**config.mk**
```make
export PLATFORM = sky130hd
export DESIGN_NAME = mc_alu
export DESIGN_NICKNAME = d
export VERILOG_FILES = /design/src/rtl/mc_alu.sv
export SDC_FILE = /design/constraint.sdc
export NUM_CORES = 1
export LEC_CHECK = 0
export BUFFER_PORTS_ARGS = -buffer_cell sky130_fd_sc_hd__buf_2
export CAP_MARGIN = 10
export CORE_MARGIN = 8
export CORE_UTILIZATION = 30
export DETAILED_ROUTE_END_ITERATION = 16
export PLACE_DENSITY_LB_ADDON = 0.08
export SYNTH_ARGS = -nofsm -noshare
export SYNTH_HDL_FRONTEND = slang
export SYNTH_SLANG_ARGS = --single-unit
```
**constraint.sdc**
```tcl
create_clock -name clk -period 13.88 [get_ports clk]
set_clock_uncertainty 0.2 [all_clocks]
set_input_delay 1.388 -clock clk [delete_from_list [all_inputs] [get_ports clk]]
set_output_delay 1.388 -clock clk [all_outputs]
set_load 0.01 [all_outputs]
```
**src/rtl/mc_alu.sv**
```systemverilog
// rtl/mc_alu.sv - multi-cycle ALU: AND/OR/ADD/SUB in one cycle, shift-add MUL, restoring DIVU.
// DIVU and the DIV state are built only when MC_ALU_DIV_EN is defined; otherwise 1001 is illegal.
module mc_alu #(
  parameter int WIDTH = 64
) (
  input  logic             clk,
  input  logic             rst_n,
  input  logic             in_valid,
  output logic             in_ready,
  input  logic [WIDTH-1:0] x,
  input  logic [WIDTH-1:0] y,
  input  logic [3:0]       alu_control,
  output logic             out_valid,
  input  logic             out_ready,
  output logic [WIDTH-1:0] result,
  output logic             cout,
  output logic             zero,
  output logic             err
);

  localparam logic [3:0] OP_AND  = 4'b0000;
  localparam logic [3:0] OP_OR   = 4'b0001;
  localparam logic [3:0] OP_ADD  = 4'b0010;
  localparam logic [3:0] OP_SUB  = 4'b0110;
  localparam logic [3:0] OP_MUL  = 4'b1000;
  localparam logic [3:0] OP_DIVU = 4'b1001;
  localparam int         CW      = $clog2(WIDTH) + 1;

  typedef enum logic [1:0] {S_IDLE, S_MUL, S_DIV, S_DONE} state_t;

  state_t           state, state_n;
  logic [WIDTH-1:0] a_q, b_q, acc_q;
  logic [CW-1:0]    cnt_q;
  logic             last, is_div;
  logic [WIDTH:0]   add_full, sub_full;
  logic [WIDTH-1:0] mul_acc_n;
  logic [WIDTH-1:0] imm_res;
  logic             imm_cout, imm_err;
  logic [WIDTH-1:0] result_q;
  logic             cout_q, zero_q, err_q;

  assign in_ready  = (state == S_IDLE);
  assign out_valid = (state == S_DONE);
  assign result    = result_q;
  assign cout      = cout_q;
  assign zero      = zero_q;
  assign err       = err_q;

  assign last      = (cnt_q == CW'(WIDTH - 1));
  assign add_full  = {1'b0, x} + {1'b0, y};
  assign sub_full  = {1'b0, x} + {1'b0, ~y} + {{WIDTH{1'b0}}, 1'b1};
  // a_q is the multiplicand shifted left, b_q the multiplier shifted right.
  assign mul_acc_n = acc_q + (b_q[0] ? a_q : '0);

`ifdef MC_ALU_DIV_EN
  // Division reuses a_q as the dividend/quotient shifter and acc_q as the partial remainder.
  logic [WIDTH:0]   rem_sh, rem_diff;
  logic [WIDTH-1:0] rem_n, quo_n;

  assign is_div   = (alu_control == OP_DIVU);
  assign rem_sh   = {acc_q, a_q[WIDTH-1]};
  assign rem_diff = rem_sh - {1'b0, b_q};

  always_comb begin
    rem_n = rem_diff[WIDTH-1:0];
    quo_n = {a_q[WIDTH-2:0], 1'b1};
    if (rem_diff[WIDTH]) begin
      rem_n = rem_sh[WIDTH-1:0];
      quo_n = {a_q[WIDTH-2:0], 1'b0};
    end
  end
`else
  assign is_div = 1'b0;
`endif

  // Single-cycle results; anything not decoded here falls through as illegal.
  always_comb begin
    imm_res  = '0;
    imm_cout = 1'b0;
    imm_err  = 1'b1;
    case (alu_control)
      OP_AND: begin imm_res = x & y; imm_err = 1'b0; end
      OP_OR:  begin imm_res = x | y; imm_err = 1'b0; end
      OP_ADD: begin imm_res = add_full[WIDTH-1:0]; imm_cout = add_full[WIDTH]; imm_err = 1'b0; end
      OP_SUB: begin imm_res = sub_full[WIDTH-1:0]; imm_cout = sub_full[WIDTH]; imm_err = 1'b0; end
`ifdef MC_ALU_DIV_EN
      OP_DIVU: begin imm_res = '1; imm_err = 1'b0; end
`endif
      default: ;
    endcase
  end

  always_comb begin
    state_n = state;
    case (state)
      S_IDLE: begin
        if (in_valid) begin
          if (alu_control == OP_MUL)    state_n = S_MUL;
          else if (is_div && y != '0)   state_n = S_DIV;
          else                          state_n = S_DONE;
        end
      end
      S_MUL:   if (last) state_n = S_DONE;
      S_DIV:   if (last) state_n = S_DONE;
      S_DONE:  if (out_ready) state_n = S_IDLE;
      default: state_n = S_IDLE;
    endcase
  end

  always_ff @(posedge clk) begin
    if (!rst_n) state <= S_IDLE;
    else        state <= state_n;
  end

  always_ff @(posedge clk) begin
    if (!rst_n) begin
      a_q      <= '0;
      b_q      <= '0;
      acc_q    <= '0;
      cnt_q    <= '0;
      result_q <= '0;
      cout_q   <= 1'b0;
      zero_q   <= 1'b0;
      err_q    <= 1'b0;
    end else begin
      case (state)
        S_IDLE: begin
          if (in_valid) begin
            a_q   <= x;
            b_q   <= y;
            acc_q <= '0;
            cnt_q <= '0;
            if (state_n == S_DONE) begin
              result_q <= imm_res;
              cout_q   <= imm_cout;
              err_q    <= imm_err;
              zero_q   <= (imm_res == '0);
            end
          end
        end
        S_MUL: begin
          acc_q <= mul_acc_n;
          a_q   <= a_q << 1;
          b_q   <= b_q >> 1;
          cnt_q <= cnt_q + 1'b1;
          if (last) begin
            result_q <= mul_acc_n;
            cout_q   <= 1'b0;
            err_q    <= 1'b0;
            zero_q   <= (mul_acc_n == '0);
          end
        end
`ifdef MC_ALU_DIV_EN
        S_DIV: begin
          acc_q <= rem_n;
          a_q   <= quo_n;
          cnt_q <= cnt_q + 1'b1;
          if (last) begin
            result_q <= quo_n;
            cout_q   <= 1'b0;
            err_q    <= 1'b0;
            zero_q   <= (quo_n == '0);
          end
        end
`endif
        default: ;
      endcase
    end
  end

endmodule

```
# Yosys cells after proc, flatten, opt, wreduce, memory -nomap -nowiden
# Index checks and enable logic that the tools add are counted.
word_totals:
  ff_bits: 268
  in_bits: 136
  output_inout_bits: 69
  wordCells: 70
classes:
  addsub: 5
  eq_ne: 12
  n_mux: 32
  bitwise: 3
  n_reduce_logical: 9
op_table:
  columns: ["cell", "count"]
  rows:
  - ["64-bit case mux with 2 select lines", 4]
  - ["64-bit 2-to-1 mux", 7]
  - ["64-bit case mux with 4 select lines", 1]
  - ["64-bit by 64-bit adder with 65-bit output", 2]
  - ["64-bit zero test", 2]
  - ["65-bit by 1-bit adder with 65-bit output (second input constant)", 1]
  - ["64-bit adder", 1]
  - ["64-bit AND", 1]
  - ["64-bit inverter", 1]
  - ["64-bit bitwise OR", 1]
  - ["7-bit case mux with 2 select lines", 1]
  - ["1-bit 2-to-1 mux", 9]
  - ["2-bit 2-to-1 mux", 4]
  - ["1-bit case mux with 2 select lines", 4]
  - ["7-bit by 1-bit adder with 7-bit output (second input constant)", 1]
  - ["7-bit by 6-bit == test with 1-bit output (second input constant)", 1]
  - ["7-bit 2-to-1 mux", 1]
  - ["2-bit == test (second input constant)", 3]
  - ["2-bit case mux with 3 select lines", 1]
  - ["4-bit by 1-bit == test with 1-bit output (second input constant)", 1]
  - ["4-bit by 2-bit == test with 1-bit output (second input constant)", 1]
  - ["4-bit by 3-bit == test with 1-bit output (second input constant)", 1]
  - ["4-bit == test (second input constant)", 1]
  - ["4-bit zero test", 1]
  - ["9 further kinds", 10]

# Logic depth before layout (Yosys ltp)
# Gate-level depths: netlist (run 1).
depth:
  word_depth: 8
  depth_mapped: 19

# Least setup slack after synthesis (run 1)
# Ideal clock, no wire load.
synth_path:
  path_kind: "in2reg"
  startpoint: "in y[8]"
  endpoint: "reg zero_q (netlist: zero)"
  arrival_time_ns: 4.927
  path_slack_ns: 8.695
  path_stages: 17
  cell_sequence: "inv_1 -> ha_1 -> buf_2 -> nor4_1 -> nand2_1 -> a2111oi_2 -> nor4_4 -> nor3_2 -> o22ai_2 -> o211ai_1 -> mux2i_1 -> o211ai_1 -> a2111oi_2 -> or4b_1 -> nor4b_1 -> and4b_1 -> a211o_1"
synth_between:
  elab_chain_len: 8
synth_lines:
  columns: ["item", "line", "source"]
  rows:
  - ["start, declared", "11", "input logic [WIDTH-1:0] y,"]
  - ["64-bit inverter", "51", "assign sub_full = {1'b0, x} + {1'b0, ~y} + {{WIDTH{1'b0}}, 1'b1};"]
  - ["64-bit by 64-bit adder with 65-bit output", "51", null]
  - ["65-bit by 1-bit adder with 65-bit output", "51", null]
  - ["64-bit case mux with 4 select lines (*)", "81", "case (alu_control)"]
  - ["64-bit zero test (*)", "137", "zero_q <= (imm_res == '0);"]
  - ["1-bit 2-to-1 mux (*)", "133", "if (state_n == S_DONE) begin"]
  - ["1-bit 2-to-1 mux (*)", "128", "if (in_valid) begin"]
  - ["1-bit case mux with 2 select lines (*)", "126", "case (state)"]
  - ["end signal, assigned", "137", null]
  - ["end signal, assigned", "150", "zero_q <= (mul_acc_n == '0);"]
  - ["end, declared", "40", "logic cout_q, zero_q, err_q;"]
# Every way passes the cells marked *; elsewhere a longest branch is shown, timed or not. The select of a mux whose other input is x is not followed.
# A chain may end at the register's enable or synchronous reset.

# Worst setup path after layout (run 1)
layout_path:
  startpoint: "in y[11]"
  endpoint: "reg zero_q (netlist: zero)"
# Same word-level chain as after synthesis.

==> results.json, run 1 <==
{
  "status": "complete, no violations",
  "synth_seq_cells": 268,
  "syn_area_um2": 27300,
  "cp-start-kind": "input pin",
  "setup_viol": 0,
  "htree_levels": 2,
  "ys_seq_area_frac": 0.196,
  "clk_pin_slew_ns": 0.06,
  "wirelength_um": 120000,
  "rows": 110,
  "p_clk_frac": 0.264,
  "dieArea_um2": 101000,
  "clockBufferDepth": 3,
  "first_iter_violations": 2758,
  "synth_mux_area_frac": 0.0242,
  "maxCapViolCount": 0,
  "track_usage": 0.224,
  "min_path_type": "flop to flop",
  "crit_required_ns": 14.20,
  "synth.most_common_cell": "nand2_1",
  "synth_top_cells_by_count": "nand2_1 (447), a21oi_1 (292), ha_1 (274)",
  "final-hold-violation-count": 0,
  "dp_cells": 4861,
  "crit_arrival_ns": 6.57,
  "nFillCells": 9817,
  "multi_input_comb_area_um2": 20100,
  "synth_fa_ha_area_frac": 0.128,
  "cts_tree": "built",
  "ff_latch_area_um2": 5370,
  "pwr-share-comb": 0.456,
  "gr-total-overflow": 0,
  "ant_nets": 0,
  "p_leak_uw": 0.0136,
  "slew_violations": 0,
  "path_class": "input pin to flop",
  "vias_per_cell": 5.70,
  "async_flop_share": 0,
  "numCtsBuffers": 39,
  "dp_hpwl_um": 93000,
  "synth_compound_area_frac": 0.337,
  "slowest_delay_ns": 0.67,
  "max_freq_mhz": 160,
  "timing.critical_path.mode_cell": "nor4_1",
  "grt_pass1_vias": 26810,
  "finalNetCount": 4139,
  "cts_hold_buf": 0,
  "synth_top_area_cell": "dfxtp_1",
  "grt_first_pass_wirelength_um": 177000,
  "drc": 0,
  "firstDrtPassIters": 6,
  "yosys_warnings": 0,
  "cts.repair.resized": 0,
  "die_width_um": 318,
  "cp-end-kind": "flop",
  "ios": 205,
  "wl_per_cell_um": 24.2,
  "cts_sinks": 268,
  "layout-drive-gt1-share": 0.0975,
  "fin_crit_ns": 6.26,
  "syn_nets": 4135,
  "syn_inst": 3722,
  "coreArea_um2": 90100,
  "power.density_nw_per_um2": 125,
  "synth.avg_cell_area_um2": 7.34,
  "pwr-share-seq": 0.280,
  "synth_xor_area_frac": 0.0317,
  "areaGrowthSynthToFinish_pct": 11.1,
  "worst_slew_pin_slew_ns": 1.08,
  "yosysTopAreaCellShare": 0.196,
  "p_switching_uw": 1720,
  "grt_antenna_before_repair": 11,
  "initial_utilization": 0.303,
  "period_share": 0.451,
  "clkLatencyLatePin_ns": 0.57,
  "slew_headroom": 0.274,
  "critPathSlowestCell": "nor4b_1",
  "p_int_uw": 2090,
  "place_congestion": 0.939,
  "ys.flop_type": "dfxtp_1",
  "final_cells": 4932,
  "peakVddDrop_v": 0.000104,
  "die_height_um": 318,
  "yosys-top-cells-area": "dfxtp_1 (20%), ha_1 (13%), nand2_1 (6.1%)",
  "p_sw_frac": 0.451,
  "tns_ns": 0,
  "synth-edff-count": 0,
  "post-cts-setup-buffer-count": 0,
  "grt_max_degree": 179,
  "rsz0062_at_grt": "false",
  "root_buffer": "clkbuf_16",
  "port_buffers": 204,
  "synth_top_family_by_area": "compound AO/OA/AOI/OAI gates",
  "yosysUniqueCellTypes": 103,
  "yosys.area_share.simple": 0.212,
  "vias": 28107,
  "path_max_fanout": 13,
  "crit_chain": "buf_2 -> inv_1 -> ha_1 -> nor4_1 -> nand2_1 -> a2111oi_2 -> nor4_4 -> nor3_2 -> or4_1 -> a22oi_1 -> o221ai_1 -> nand4b_1 -> nor4_1 -> nand4_1 -> nor4b_1 -> and4b_1 -> a211o_1"
}
## sequential cells by signal, summed over array words and instances (netlist names)
register	cells
cnt_q	7
zero	1
a_q	64
acc_q	64
state	2
cout	1
result	64
b_q	64
err	1
## power groups by stage
stage	Clock (uW)	Sequential (uW)	Combinational [uW]
floorplan	0	1040	1160
global placement	0	1080	1740
detailed placement	0	1080	1720
CTS	1050	1060	1720
global route	1070	1090	1890
finish	1010	1070	1730
## cells in the final DEF, fill, tap and decap left out, drive strengths merged, types with 79 or more instances in the layout
cell / n
buf: 229
nor2: 215
o21ai: 232
ha: 274
o211ai: 179
and2: 117
inv: 238
dfxtp: 268
a21oi: 295
o211a: 138
nor2b: 79
nand2: 448
## kinds of logic (layout without fill, tap and decap cells)
kind of cell	after synthesis	count (layout)
muxes	66	66
buffers and inverters	506	537
DFF	268	268
AOI/OAI and AO/OA	1315	1315
and+or+nand+nor	1191	1191
xor gates and xnor gates	99	99
other	0	3
adders and majority gates	277	277
## metal layers
layer  global-route usage  up-vias  part of all wire
met1                0.344    13462              0.50
met3               0.0474      130             0.083
li1                     -    13528                 -
met5                    0        -           0.00029
met4               0.0423        6             0.018
met2                0.316      981              0.40
## cell type report
| class | instances | area share |
|---|---|---|
| multi-input combinational | 2948 | 0.662 |
| sequential | 268 | 0.177 |
| tap | 1176 | 0.0485 |
| timing repair buffer | 230 | 0.0413 |
| clock buffer | 55 | 0.0368 |
| inverter | 239 | 0.0296 |
| clock inverter | 13 | 0.00491 |
| antenna | 3 | 0.000247 |
## path summary, 6_finish.rpt
path                            startpoint    endpoint  slack (ns)  cells past startpoint
worst max-delay path                 y[11]        zero        7.62                     17
worst min-delay path            result[62]  result[62]        0.25                      2
worst max register to register    state[1]        zero        7.63                     17
worst min register to register  result[62]  result[62]        0.25                      2
## worst max-delay path: cells and delay by family
family / cells / cell delay, ns
adders and majority gates: 1 / 0.49
and+or+nand+nor: 10 / 3.30
buffers and inverters: 2 / 0.15
AOI/OAI and AO/OA: 4 / 1.23
## stage by stage
step / cell area, um^2 / total power [uW] / utilization / setup WS (ns) / hold WS, ns
finish: 30300 / 3810 / 0.337 / 7.62 / 0.247
global route: 30300 / 4050 / 0.337 / 7.40 / 0.264
CTS: 30300 / 3840 / 0.337 / 7.63 / 0.256
detailed placement: 29100 / 2800 / 0.322 / 7.15 / 0.247
global placement: 29100 / 2820 / 0.322 / 7.16 / 0.241
floorplan: 27300 / 2200 / - / 8.69 / 0.258
Note: power is estimated with default switching activity, not from simulation.
==> run 2: changes to the inputs <==
==> constraint.sdc (replaced) <==
create_clock -name clk -period 5.6 [get_ports clk]
set_clock_uncertainty 0.2 [all_clocks]
set_input_delay 0.56 -clock clk [delete_from_list [all_inputs] [get_ports clk]]
set_output_delay 0.56 -clock clk [all_outputs]
set_load 0.01 [all_outputs]
==> run 2 against run 1 <==
Worst hold slack worse by 0.15 ns. Critical endpoint unchanged. Setup slack worse by 7.3 ns. Global-route usage is 0.23 points higher. Clock-buffer cell count is 3 lower. Register-to-register slack worse by 7.2 ns. Flip-flop and latch count stayed put. Combinational power grew to 2.5 times the previous value. Sequential share of layout area is 0.39 points lower. Power grew to 2.6 times the previous value. Final area is 2.3% higher. Largest power group unchanged.
==> results.json, run 2 (synthesized netlist as in run 1, its figures left out) <==
{
  "status": "complete, no violations",
  "cts.repair.resized": 0,
  "wirelength_um": 121000,
  "initial_utilization": 0.303,
  "numCtsBuffers": 40,
  "crit_required_ns": 5.94,
  "rows": 110,
  "grt_antenna_before_repair": 7,
  "post-cts-setup-buffer-count": 0,
  "ff_latch_area_um2": 5370,
  "first_iter_violations": 2361,
  "coreArea_um2": 90100,
  "gr-total-overflow": 0,
  "areaGrowthSynthToFinish_pct": 13.6,
  "p_switching_uw": 4330,
  "crit_chain": "buf_2 -> inv_1 -> ha_1 -> inv_1 -> fa_1 -> nor2b_1 -> o211ai_1 -> a2111oi_2 -> buf_4 -> nor4_4 -> nor3_2 -> o31ai_1 -> a22oi_1 -> o221ai_1 -> nand4b_1 -> nor4_1 -> nand4_1 -> nor4b_1 -> and4b_1 -> a211o_1",
  "cts_hold_buf": 0,
  "maxCapViolCount": 0,
  "firstDrtPassIters": 5,
  "layout-drive-gt1-share": 0.117,
  "mostFrequentLayoutCell": "nand2_1",
  "cts_sinks": 268,
  "port_buffers": 204,
  "min_path_type": "input pin to flop",
  "multi_input_comb_area_um2": 20100,
  "vias_per_cell": 5.62,
  "max_freq_mhz": 191,
  "p_leak_uw": 0.0140,
  "peakVddDrop_v": 0.000298,
  "fin_crit_ns": 5.25,
  "slowest_delay_ns": 0.53,
  "clockBufferDepth": 3,
  "p_total_uw": 9720,
  "die_height_um": 318,
  "track_usage": 0.226,
  "slew_headroom": 0.297,
  "grt_first_pass_wirelength_um": 179000,
  "worst_slew_pin_slew_ns": 1.06,
  "rsz0062_at_grt": "false",
  "htree_levels": 2,
  "dieArea_um2": 101000,
  "wl_per_cell_um": 24.1,
  "cts_tree": "built",
  "fin_hold_ws_ns": 0.0959,
  "p_clk_frac": 0.279,
  "vias": 28171,
  "dp_hpwl_um": 95200,
  "p_sw_frac": 0.445,
  "cp-start-kind": "input pin",
  "period_share": 0.937,
  "p_int_uw": 5390,
  "final-hold-violation-count": 0,
  "drc": 0,
  "root_buffer": "clkbuf_16",
  "final_util": 0.344,
  "critPathSlowestCell": "nor4b_1",
  "grt_max_degree": 170,
  "power.density_nw_per_um2": 313,
  "fin_ws_ns": 0.351,
  "tns_ns": 0,
  "crit_arrival_ns": 5.58,
  "cp-end-kind": "flop",
  "clkLatencyLatePin_ns": 0.62,
  "pwr-share-comb": 0.450,
  "pwr-share-seq": 0.271,
  "grt_pass1_vias": 26991,
  "dp_slack_ns": -0.155,
  "place_congestion": 0.941,
  "slew_violations": 0,
  "finalNetCount": 4219,
  "ant_nets": 0,
  "setup_viol": 0,
  "die_width_um": 318,
  "path_max_fanout": 5,
  "ios": 205,
  "timing.critical_path.mode_cell": "inv_1",
  "path_class": "input pin to flop",
  "clk_pin_slew_ns": 0.06,
  "nFillCells": 9802,
  "final_cell_mix": "nand2_1 (447), a21oi_1 (292), ha_1 (273)"
}
-- run 2: cell types whose count changed in the layout (fill, tap and decap cells not counted), sizes merged --
cell,change
diode,+2
inv,+2
clkinv,-1
bufinv,+3
clkbuf,-3
buf,+79
-- run 2: metal layers --
metal  vias up  global-route usage  part of all wire  routed length, um
met5         -                   0           0.00033                 40
met2       893               0.314              0.39              47300
met1     13446               0.347              0.51              61600
li1      13686                   -                 -                  -
met3       140              0.0523             0.075               9080
met4         6              0.0480             0.021               2520
-- run 2: worst paths after layout --
kind | startpoint | endpoint | slack, ns | cells past startpoint
setup / recovery | x[0] | zero | 0.35 | 20
hold / removal | x[0] | a_q[0] | 0.1 | 3
setup reg to reg | b_q[0] | zero | 0.40 | 18
hold reg to reg | result[28] | result[28] | 0.26 | 2
-- run 2: per-stage QoR --
step / instances / instance area [um^2]
after floorplan: 3722 / 27300
after detailed placement: 4940 / 29700
after CTS: 5009 / 31000
final: 5014 / 31000
after global placement: 4940 / 29700
after global routing: 5009 / 31000
-- run 2: power groups by stage --
stage,combinational (uW),sequential [uW],clock [uW]
after floorplan,2880,2570,0
after global placement,4370,2660,0
after detailed placement,4330,2670,0
after CTS,4360,2630,2800
after global routing,4770,2680,2860
final,4380,2630,2710
-- run 2: critical path, delay by kind of cell --
family,cells,cell delay [ns]
AOI/OAI and AO/OA,6,1.53
adders and majority gates,2,0.55
and+or+nand+nor,8,2.50
buffers and inverters,4,0.43
-- run 2: final cells by class --
type,instances,share of cell area
inverters,239,0.0289
multi-input cells,2948,0.647
clock inverters,17,0.00810
diodes,5,0.000403
clock buffers,52,0.0356
well taps,1176,0.0474
repair buffers,309,0.0595
flip-flops and latches,268,0.173
==> run 3: changes to the inputs <==
--- a/config.mk
+++ b/config.mk
@@ -10,6 +10,7 @@
 export CORE_MARGIN = 8
 export CORE_UTILIZATION = 30
 export DETAILED_ROUTE_END_ITERATION = 16
+export MAX_ROUTING_LAYER = met4
 export PLACE_DENSITY_LB_ADDON = 0.08
 export SYNTH_ARGS = -nofsm -noshare
 export SYNTH_HDL_FRONTEND = slang
==> run 3 against run 2 <==
Critical path depth did not move. Final area is essentially flat. Worst hold slack worse by 0.00070 ns. Global-route usage grew 0.63 points. Critical path type unchanged. Final cell count grew 0.16%. Register-to-register slack better by 0.10 ns. Setup slack better by 0.093 ns. Utilization about the same. Via count is 0.35% lower. Clock power down 5%. First-iteration DRC count increased by 9.7%.
==> results.json, run 3 (synthesized netlist as in run 1, its figures left out) <==
{
  "status": "complete, no violations",
  "cp-start-kind": "input pin",
  "dp_slack_ns": -0.135,
  "p_switching_uw": 4240,
  "nFillCells": 9784,
  "maxCapViolCount": 0,
  "clockBufferDepth": 3,
  "ant_nets": 0,
  "crit_required_ns": 5.93,
  "wl_per_cell_um": 23.9,
  "final_cell_mix": "nand2_1 (447), a21oi_1 (292), ha_1 (273)",
  "place_congestion": 0.952,
  "ff_latch_area_um2": 5370,
  "numCtsBuffers": 38,
  "worst_slew_pin_slew_ns": 1.05,
  "hp-start": "x[0]",
  "critPathSlowestCell": "o221ai_1",
  "grt_first_pass_wirelength_um": 179000,
  "setup_viol": 0,
  "fin_ws_ns": 0.445,
  "vias_per_cell": 5.59,
  "htree_levels": 2,
  "rsz0062_at_grt": "false",
  "p_leak_uw": 0.0140,
  "dieArea_um2": 101000,
  "grt_antenna_before_repair": 7,
  "track_usage": 0.233,
  "die_height_um": 318,
  "timing.critical_path.mode_cell": "inv_1",
  "worst-path-buf-inv": 4,
  "final_cells": 5022,
  "final-hold-violation-count": 0,
  "pwr-share-seq": 0.275,
  "post-cts-setup-buffer-count": 0,
  "peakVddDrop_v": 0.000398,
  "rows": 110,
  "pwr-share-comb": 0.455,
  "grt_pass1_vias": 26882,
  "p_total_uw": 9560,
  "finalNetCount": 4223,
  "cts.repair.resized": 0,
  "layout-drive-gt1-share": 0.117,
  "r2r_start": "b_q[0]",
  "p_clk_frac": 0.270,
  "cts_hold_buf": 0,
  "firstDrtPassIters": 6,
  "root_buffer": "clkbuf_16",
  "wirelength_um": 120000,
  "slew_headroom": 0.294,
  "crit_arrival_ns": 5.48,
  "cp-end-kind": "flop",
  "areaGrowthSynthToFinish_pct": 13.5,
  "p_int_uw": 5320,
  "cpLargestDelayFamily": "simple AND/OR/NAND/NOR gates",
  "gr-total-overflow": 0,
  "period_share": 0.921,
  "mostFrequentLayoutCell": "nand2_1",
  "min_path_type": "input pin to flop",
  "slew_violations": 0,
  "cts_tree": "built",
  "power.density_nw_per_um2": 308,
  "multi_input_comb_area_um2": 20100,
  "path_max_fanout": 5,
  "coreArea_um2": 90100,
  "die_width_um": 318,
  "grt_max_degree": 185,
  "slowest_delay_ns": 0.56,
  "first_iter_violations": 2591,
  "p_sw_frac": 0.444,
  "dp_cells": 4946,
  "vias": 28072,
  "dp_hpwl_um": 95900,
  "cts_sinks": 268,
  "initial_utilization": 0.303,
  "port_buffers": 204,
  "tns_ns": 0,
  "fin_hold_ws_ns": 0.0952,
  "clk_pin_slew_ns": 0.06,
  "path_class": "input pin to flop",
  "crit_chain": "buf_2 -> inv_1 -> ha_1 -> inv_1 -> fa_1 -> nor2b_1 -> buf_4 -> o211ai_1 -> a2111oi_2 -> nor4_4 -> nor3_2 -> o31ai_1 -> a22oi_1 -> o221ai_1 -> nand4b_1 -> nor4_1 -> nand4_1 -> nor4b_1 -> and4b_1 -> a211o_1",
  "crit_path_start": "x[0]",
  "max_freq_mhz": 194,
  "clkLatencyLatePin_ns": 0.60,
  "fin_crit_ns": 5.16,
  "ios": 205,
  "drc": 0
}
run 3: worst paths after layout:
| kind | slack (ns) | cells past startpoint | endpoint |
|---|---|---|---|
| worst max-delay path | 0.44 | 20 | zero |
| worst min-delay path | 0.1 | 3 | a_q[0] |
| worst max register to register | 0.50 | 18 | zero |
| worst min register to register | 0.25 | 2 | result[62] |
run 3: final cells by class:
cell class / instances / area share
multi-input combinational: 2948 / 0.648
sequential: 268 / 0.173
timing repair buffer: 315 / 0.0606
tap: 1176 / 0.0475
clock buffer: 55 / 0.0357
inverter: 239 / 0.0289
clock inverter: 12 / 0.00589
antenna: 9 / 0.000726
run 3: worst reg2reg max path: stages (launching register included):
cell	delay, ns
dfxtp_1	0.33
buf_4	0.20
and2_1	0.23
fa_1	0.42
a211oi_1	0.40
nor2_1	0.11
xnor2_1	0.17
or4_1	0.50
nor3_1	0.22
nand4_1	0.13
nand4bb_1	0.23
or4b_1	0.57
nor4_1	0.19
nand4_1	0.18
nor4_1	0.35
nand4b_1	0.14
nor4_1	0.20
buf_4	0.17
a211o_1	0.09
run 3: layer usage:
| metal | wire length (um) | share of wire | vias to the layer above | track usage |
|---|---|---|---|---|
| li1 | - | - | 13700 | - |
| met1 | 61400 | 0.51 | 13268 | 0.348 |
| met2 | 46600 | 0.39 | 968 | 0.312 |
| met3 | 9710 | 0.081 | 136 | 0.0506 |
| met4 | 2560 | 0.021 | 0 | 0.0502 |
| met5 | 0 | 0 | - | - |
run 3: power by group through the flow:
stage          clock network, uW  logic [uW]  registers [uW]
2_1_floorplan                  0        2880            2570
3_3_place_gp                   0        4360            2660
3_5_place_dp                   0        4320            2660
4_1_cts                     2670        4340            2620
5_1_grt                     2740        4760            2680
6_report                    2580        4350            2630
run 3: per-stage QoR:
step,util,cell area [um^2]
2_1_floorplan,-,27300
3_3_place_gp,0.329,29700
3_5_place_dp,0.329,29700
4_1_cts,0.344,31000
5_1_grt,0.344,31000
6_report,0.344,31000
